`src/rtl/dunc_phase_sequencer.sv`:
```
// dunc_phase_sequencer: one-hot phase ring, FETCH/EXECUTE/EXECUTE2/HALT major
// state, store write strobes and a retired-instruction counter.
// Build option: DUNC_WAIT_EN -- when defined, MEM_RDY low at T[MEM_PHASE]
// holds the ring (STALL); when undefined, MEM_RDY is ignored and the ring
// advances every CLK.
module dunc_phase_sequencer #(
  parameter int PHASES    = 4,
  parameter int MEM_PHASE = 1,
  parameter int SET_PHASE = 1,
  parameter int CNT_W     = 16
) (
  input  logic              CLK,
  input  logic              RESET,
  input  logic              MEM_RDY,
  input  logic              I_STORE,
  input  logic              I_LONG,
  input  logic              HALT_REQ,
  output logic [PHASES-1:0] T,
  output logic              FETCH,
  output logic              EXECUTE,
  output logic              SETWRITE,
  output logic              CLRWRITE,
  output logic              WRITE,
  output logic              DO_WRITE,
  output logic              STALL,
  output logic              HALTED,
  output logic [CNT_W-1:0]  RETIRED
);

  // Elaboration-time parameter legality.
  generate
    if (PHASES < 3 || PHASES > 16) begin : g_bad_phases
      $error("dunc_phase_sequencer: PHASES must be 3..16");
    end
    if (MEM_PHASE < 0 || MEM_PHASE >= PHASES) begin : g_bad_mem_phase
      $error("dunc_phase_sequencer: MEM_PHASE must be < PHASES");
    end
    if (SET_PHASE < 0 || SET_PHASE >= PHASES - 1) begin : g_bad_set_phase
      $error("dunc_phase_sequencer: SET_PHASE must be < PHASES-1");
    end
  endgenerate

  typedef enum logic [1:0] {
    S_FETCH = 2'd0,
    S_EXEC  = 2'd1,
    S_EXEC2 = 2'd2,
    S_HALT  = 2'd3
  } state_t;

  state_t             r_state;
  state_t             w_state_nxt;
  logic [PHASES-1:0]  r_t;
  logic [PHASES-1:0]  w_t_nxt;
  logic               r_write;
  logic [CNT_W-1:0]   r_retired;

  logic w_fetch;
  logic w_exec;
  logic w_last;
  logic w_stall;
  logic w_final;
  logic w_setwrite;
  logic w_clrwrite;
  logic w_retire;

  assign w_fetch = (r_state == S_FETCH);
  assign w_exec  = (r_state == S_EXEC) || (r_state == S_EXEC2);
  assign w_last  = r_t[PHASES-1];

`ifdef DUNC_WAIT_EN
  assign w_stall = r_t[MEM_PHASE] & ~MEM_RDY & (w_fetch | w_exec);
`else
  // Fixed-timing build: memory is assumed always ready.
  logic w_unused_mem_rdy;
  assign w_unused_mem_rdy = MEM_RDY;
  assign w_stall          = 1'b0;
`endif

  // Final pass: a short instruction's only pass, or the second pass of a long one.
  assign w_final    = ((r_state == S_EXEC) & ~I_LONG) | (r_state == S_EXEC2);
  assign w_setwrite = (r_state == S_EXEC) & I_STORE & r_t[SET_PHASE] & ~w_stall;
  assign w_clrwrite = w_final & w_last & r_write & ~w_stall;

  // Next phase / major state; retire happens on the unstalled last phase of the final pass.
  always_comb begin
    w_state_nxt = r_state;
    w_t_nxt     = r_t;
    w_retire    = 1'b0;
    case (r_state)
      S_HALT: begin
        if (!HALT_REQ) w_state_nxt = S_FETCH;
      end
      default: begin
        if (!w_stall) begin
          w_t_nxt = {r_t[PHASES-2:0], r_t[PHASES-1]};
          if (w_last) begin
            case (r_state)
              S_FETCH: w_state_nxt = S_EXEC;
              S_EXEC: begin
                if (I_LONG) w_state_nxt = S_EXEC2;
                else        w_retire    = 1'b1;
              end
              default: w_retire = 1'b1;
            endcase
          end
        end
      end
    endcase
    // Halt is only taken at an instruction boundary.
    if (w_retire) w_state_nxt = HALT_REQ ? S_HALT : S_FETCH;
  end

  // Major state and phase ring registers; ring wraps to T0 whenever HALT is entered.
  always_ff @(posedge CLK or negedge RESET) begin
    if (!RESET) begin
      r_state <= S_FETCH;
      r_t     <= {{(PHASES-1){1'b0}}, 1'b1};
    end else begin
      r_state <= w_state_nxt;
      r_t     <= w_t_nxt;
    end
  end

  // Write-pending flag; clear has priority over set.
  always_ff @(posedge CLK or negedge RESET) begin
    if (!RESET)          r_write <= 1'b0;
    else if (w_clrwrite) r_write <= 1'b0;
    else if (w_setwrite) r_write <= 1'b1;
  end

  // Retired-instruction counter, wraps naturally.
  always_ff @(posedge CLK or negedge RESET) begin
    if (!RESET)        r_retired <= '0;
    else if (w_retire) r_retired <= r_retired + CNT_W'(1);
  end

  assign T        = r_t;
  assign FETCH    = w_fetch;
  assign EXECUTE  = w_exec;
  assign SETWRITE = w_setwrite;
  assign CLRWRITE = w_clrwrite;
  assign WRITE    = r_write;
  assign DO_WRITE = r_write & r_t[MEM_PHASE] & ~w_stall;
  assign STALL    = w_stall;
  assign HALTED   = (r_state == S_HALT);
  assign RETIRED  = r_retired;

endmodule
```
`config.mk`:
```
export PLATFORM = sky130hd
export DESIGN_NAME = dunc_phase_sequencer
export DESIGN_NICKNAME = d
export VERILOG_FILES = /design/src/rtl/dunc_phase_sequencer.sv
export SDC_FILE = /design/constraint.sdc
export NUM_CORES = 1
export LEC_CHECK = 0
export ABC_AREA = 1
export BUFFER_PORTS_ARGS = -buffer_cell sky130_fd_sc_hd__buf_2
export CAP_MARGIN = 20
export CORE_MARGIN = 5
export CORE_UTILIZATION = 50
export CTS_BUF_LIST = sky130_fd_sc_hd__clkbuf_4
export CTS_CLUSTER_SIZE = 8
export DETAILED_ROUTE_END_ITERATION = 8
export PLACE_DENSITY_LB_ADDON = 0.25
export SYNTH_ARGS = -nofsm -noshare
export SYNTH_HDL_FRONTEND = slang
export SYNTH_SLANG_ARGS = --single-unit
export TNS_END_PERCENT = 30
```
`constraint.sdc`:
```
create_clock -name CLK -period 4.2 [get_ports CLK]
set_clock_uncertainty 0.05 [all_clocks]
set_input_delay 0.63 -clock CLK [delete_from_list [all_inputs] [get_ports CLK]]
set_output_delay 0.63 -clock CLK [all_outputs]
set_load 0.1 [all_outputs]
```
Word level (Yosys, flattened, before mapping)
Cells that the tools add are included.
Widths: inputs -> output; s select.

operators by class
  bitwise gates (word level) = 8
  reduce and logical (&&, ||, !) cells = 6
  add/sub/neg operators = 1
  muxes and demuxes = 13
  equality and inequality tests = 5

operators with widths
  operator               number
  $add 16x1->16 const B  1
  $mux 2                 6
  $and 1x1->1            6
  $mux 1                 5
  $eq 2x2->1 const B     2
  $ne 4x4->1 const B     1
  $pmux 2 s2             1
  $reduce_and 4->1       1
  $reduce_bool 4->1      1
  $ne 3x2->1 const B     1
  $reduce_bool 3->1      1
  $eq 2x1->1 const B     1
  $logic_not 2->1        1
  $pmux 1 s2             1
  $reduce_bool 2->1      1
  $logic_or 1x1->1       1
  $not 1->1              1
  $or 1x1->1             1

storage, ports and cells
  bits of input ports = 6
  bits in registers = 23
  output and inout bits = 28

Logic depth before layout (Yosys ltp)
  depth after elaboration = 6
  gate-level depth with buffers = 10
  gate-level depth less buffers = 10

Worst setup path after synthesis
No wires, ideal clock.

  path type = register -> output
  from = register r_t[1], in the netlist T[1]
  to = output SETWRITE
  arrival time = 2.373 ns
  cell stages (with the launch flop) = 3
  buffers on the path = 0
  path slack = 1.147 ns
  data required time = 3.520 ns
  path through = dfrtp_1 inv_1 nor2_1

on the way
  longest elaborated chain between the ends = 1

RTL lines
  item                    line  RTL
  start, declared         52    logic [PHASES-1:0] r_t;
  start signal, assigned  117   r_t <= {{(PHASES-1){1'b0}}, 1'b1};
  start signal, assigned  120   r_t <= w_t_nxt;
  $and 1x1->1             81    assign w_setwrite = (r_state == S_EXEC) & I_STORE & r_t[SET_PHASE] & ~w_stall;
  end, declared           21    output logic SETWRITE,

No other way between the ends.

Worst setup path after layout
  from = register r_state[1]
  to = output CLRWRITE

on the way
  longest elaborated chain between the ends = 5

RTL lines
  item                           line  RTL
  start, declared                50    state_t r_state;
  start signal, assigned         119   r_state <= w_state_nxt;
  $eq 2x1->1                     80    assign w_final = ((r_state == S_EXEC) & ~I_LONG) | (r_state == S_EXEC2);
  $and 1x1->1                    80
  $or 1x1->1 (*)                 80
  $and 1x1->1 (*) (2 in series)  82    assign w_clrwrite = w_final & w_last & r_write & ~w_stall;
  end, declared                  22    output logic CLRWRITE,

Every way passes the cells marked *; elsewhere a longest branch is shown, timed or not.

==> flow_summary.json <==
{
  "grt_pass1_wl_mm": 4.754,
  "drt_pass1_iterations": 4,
  "io_pins": 34,
  "crit_required_ps": 3520,
  "ctsRootBufferMaster": "clkbuf_4",
  "drive_gt1_share_pct": 21.80,
  "drc": 0,
  "nets": 224,
  "cp.arrival_ps": 1850,
  "yosys.area_share.simple_pct": 35.04,
  "slew_headroom_pct": 64.07,
  "hp-class": "primary input to async pin",
  "synth_top_family_by_area": "simple AND/OR/NAND/NOR gates",
  "post-cts-setup-buffers": 0,
  "cts_hold_buf": 0,
  "numCtsBuffers": 3,
  "synth-xor-area-share_pct": 5.018,
  "cts_tree": "yes",
  "crit_type": "flop to output pin",
  "wl_mm": 2.740,
  "met1_usage_pct": 17.91,
  "antenna_cells": 0,
  "clkLatencyLatePin_ps": 300,
  "rsz0062_at_grt": "no",
  "synth_top_area_share_pct": 40.15,
  "max_freq_mhz": 395.6,
  "clockBufferDepth": 2,
  "grt_util_met3_pct": 3.777,
  "outcome": "completed",
  "avgRoutedWirePerCell_um": 11.32,
  "min_period_over_period_pct": 60.19,
  "dieArea_um2": 3890,
  "hpwl_mm": 2.124,
  "initial_utilization_pct": 51.05,
  "seq_area_frac_synth_pct": 42.06,
  "grt_max_degree": 24,
  "synthAdderAreaFrac_pct": 5.474,
  "cap_violations": 0,
  "clkSinkCount": 23,
  "final_antenna_net_count": 0,
  "cts.htree.levels": 1,
  "gp_congestion": 0.8468,
  "syn_nets": 191,
  "synthTopCellsByArea": "dfrtp_1 40%, nand2_1 19%, ha_1 5.5%",
  "syn_area_um2": 1371,
  "layout_min_cycle_time_ps": 2528,
  "final_cell_mix": "71 x nand2_1, 31 x buf_2, 22 x dfrtp_1",
  "clkSlewWorstSetupHoldPaths_ps": 130,
  "synth_cell_types": 23,
  "fin_setup_tns_ps": 0,
  "startpoint_type": "flop",
  "ys_warn_count": 0,
  "design.core.area_um2": 2686,
  "vias": 1193,
  "final_common_cell": "nand2_1",
  "synth_compound_area_share_pct": 4.471,
  "synthMuxAreaShare_pct": 0,
  "grt-busiest-layer": "met2",
  "ir_drop_mv": 0.2056,
  "ys_ff_latch": 23,
  "dieHeight_um": 62.37,
  "viasPerCell": 4.930,
  "report.final.slew_viol_count": 0,
  "p_per_area_nw_per_um2": 214.2,
  "place.port_buffers": 31,
  "die_w_um": 62.37,
  "hold_violations": 0,
  "grt_pass1_vias": 1123,
  "worst-path-max-fanout": 4,
  "num_rows": 19,
  "drt_iter0_drc": 22,
  "grt_overflow": 0,
  "syn_to_final_growth_pct": 13.96,
  "finalSetupViolations": 0,
  "worst-slew-pin-transition_ps": 538.4,
  "dpl.cell_count": 238,
  "avgSynthCellArea_um2": 7.661,
  "worstSetupEndpointType": "output pin",
  "syn_inst": 179,
  "p_leak_nw": 0.8345,
  "antenna_found_initial": 0,
  "grt.met2_usage_pct": 24.61,
  "fin_cells": 242,
  "cts-resized-gates": 0,
  "fillers": 254,
  "grt_util_all_layers_pct": 14.61,
  "yosysTopAreaCell": "dfrtp_1"
}
==> registers in the layout, indices dropped and copies added, names as in the netlist <==
register  flops
WRITE         1
RETIRED      16
r_state       2
T             4
==> logic make-up (layout without fill, tap and decap cells) <==
| logic type | after synthesis | after routing |
|---|---|---|
| xor+xnor | 7 | 7 |
| simple gates | 108 | 108 |
| flops | 23 | 23 |
| other cells | 1 | 1 |
| buf+inv | 23 | 55 |
| fa+ha+maj | 6 | 6 |
| compound gates | 11 | 11 |
==> cell type report <==
cell class	instances	area [um2]	share of cell area, %
clock inverter	1	5.005	0.3203
timing repair buffer	31	155.1	9.928
sequential	23	576.8	36.91
multi-input combinational	133	689.4	44.12
inverter	20	75.07	4.804
tap	31	38.79	2.482
clock buffer	3	22.52	1.441
==> routing by layer <==
layer,vias to the layer above,routed length (um)
met3,4,184
met5,-,0
li1,615,-
met1,541,1239
met2,33,1289
met4,0,28
==> through the flow <==
step / hold slack [ps] / cell area (um2) / util, % / power, mW / setup WS (ps)
after floorplan: 284.4 / 1371 / - / 0.2317 / 1147
after global placement: 438.1 / 1535 / 57.15 / 0.2373 / 2061
after detailed placement: 450.3 / 1535 / 57.15 / 0.2376 / 2025
after CTS: 236.0 / 1563 / 58.17 / 0.3405 / 1662
after global routing: 238.1 / 1563 / 58.17 / 0.3524 / 1535
final: 220.9 / 1563 / 58.17 / 0.3347 / 1672
==> synth_stat cells <==
cell	instances
buf_4	1
buf_6	2
conb_1	1
dfrtp_1	22
dfstp_2	1
ha_1	6
inv_1	18
inv_2	2
nand2_1	71
nand2_2	1
nand3_1	10
nand3b_1	2
nand4_1	3
nand4_4	1
nor2_1	15
nor2_2	2
nor2_4	3
o21ai_0	9
o21bai_1	1
o22a_1	1
xnor2_1	1
xor2_1	5
xor2_2	1
==> final timing paths <==
path,startpoint,endpoint,slack [ps],cells after the start
worst max-delay path,r_state[1]$_DFFE_PN0P_,CLRWRITE,1670,7
worst min-delay path,RESET,RETIRED[9]$_DFFE_PN0P_,220,1
worst max register to register,r_state[0]$_DFFE_PN0P_,r_state[0]$_DFFE_PN0P_,2220,8
worst min register to register,T[0]$_DFFE_PN1N_,T[0]$_DFFE_PN1N_,460,2
max in group asynchronous,RESET,T[0]$_DFFE_PN1N_,3520,1
min in group CLK,T[0]$_DFFE_PN1N_,T[0]$_DFFE_PN1N_,460,2
==> critical path: stages, from the launching register on <==
cell      delay [ps]
dfrtp_1          440
inv_1            120
ha_1             210
inv_2             70
o21bai_1         130
nand3_1          100
inv_1             60
buf_2            410
==> report_power, final <==
group,leakage (nW),switching (mW),internal [mW],total (mW)
clock,0.0177,0.0663,0.0355,0.102
combinational,0.520,0.00961,0.00186,0.0115
sequential,0.297,0,0.221,0.221
Power figures use the tool's default switching activity.
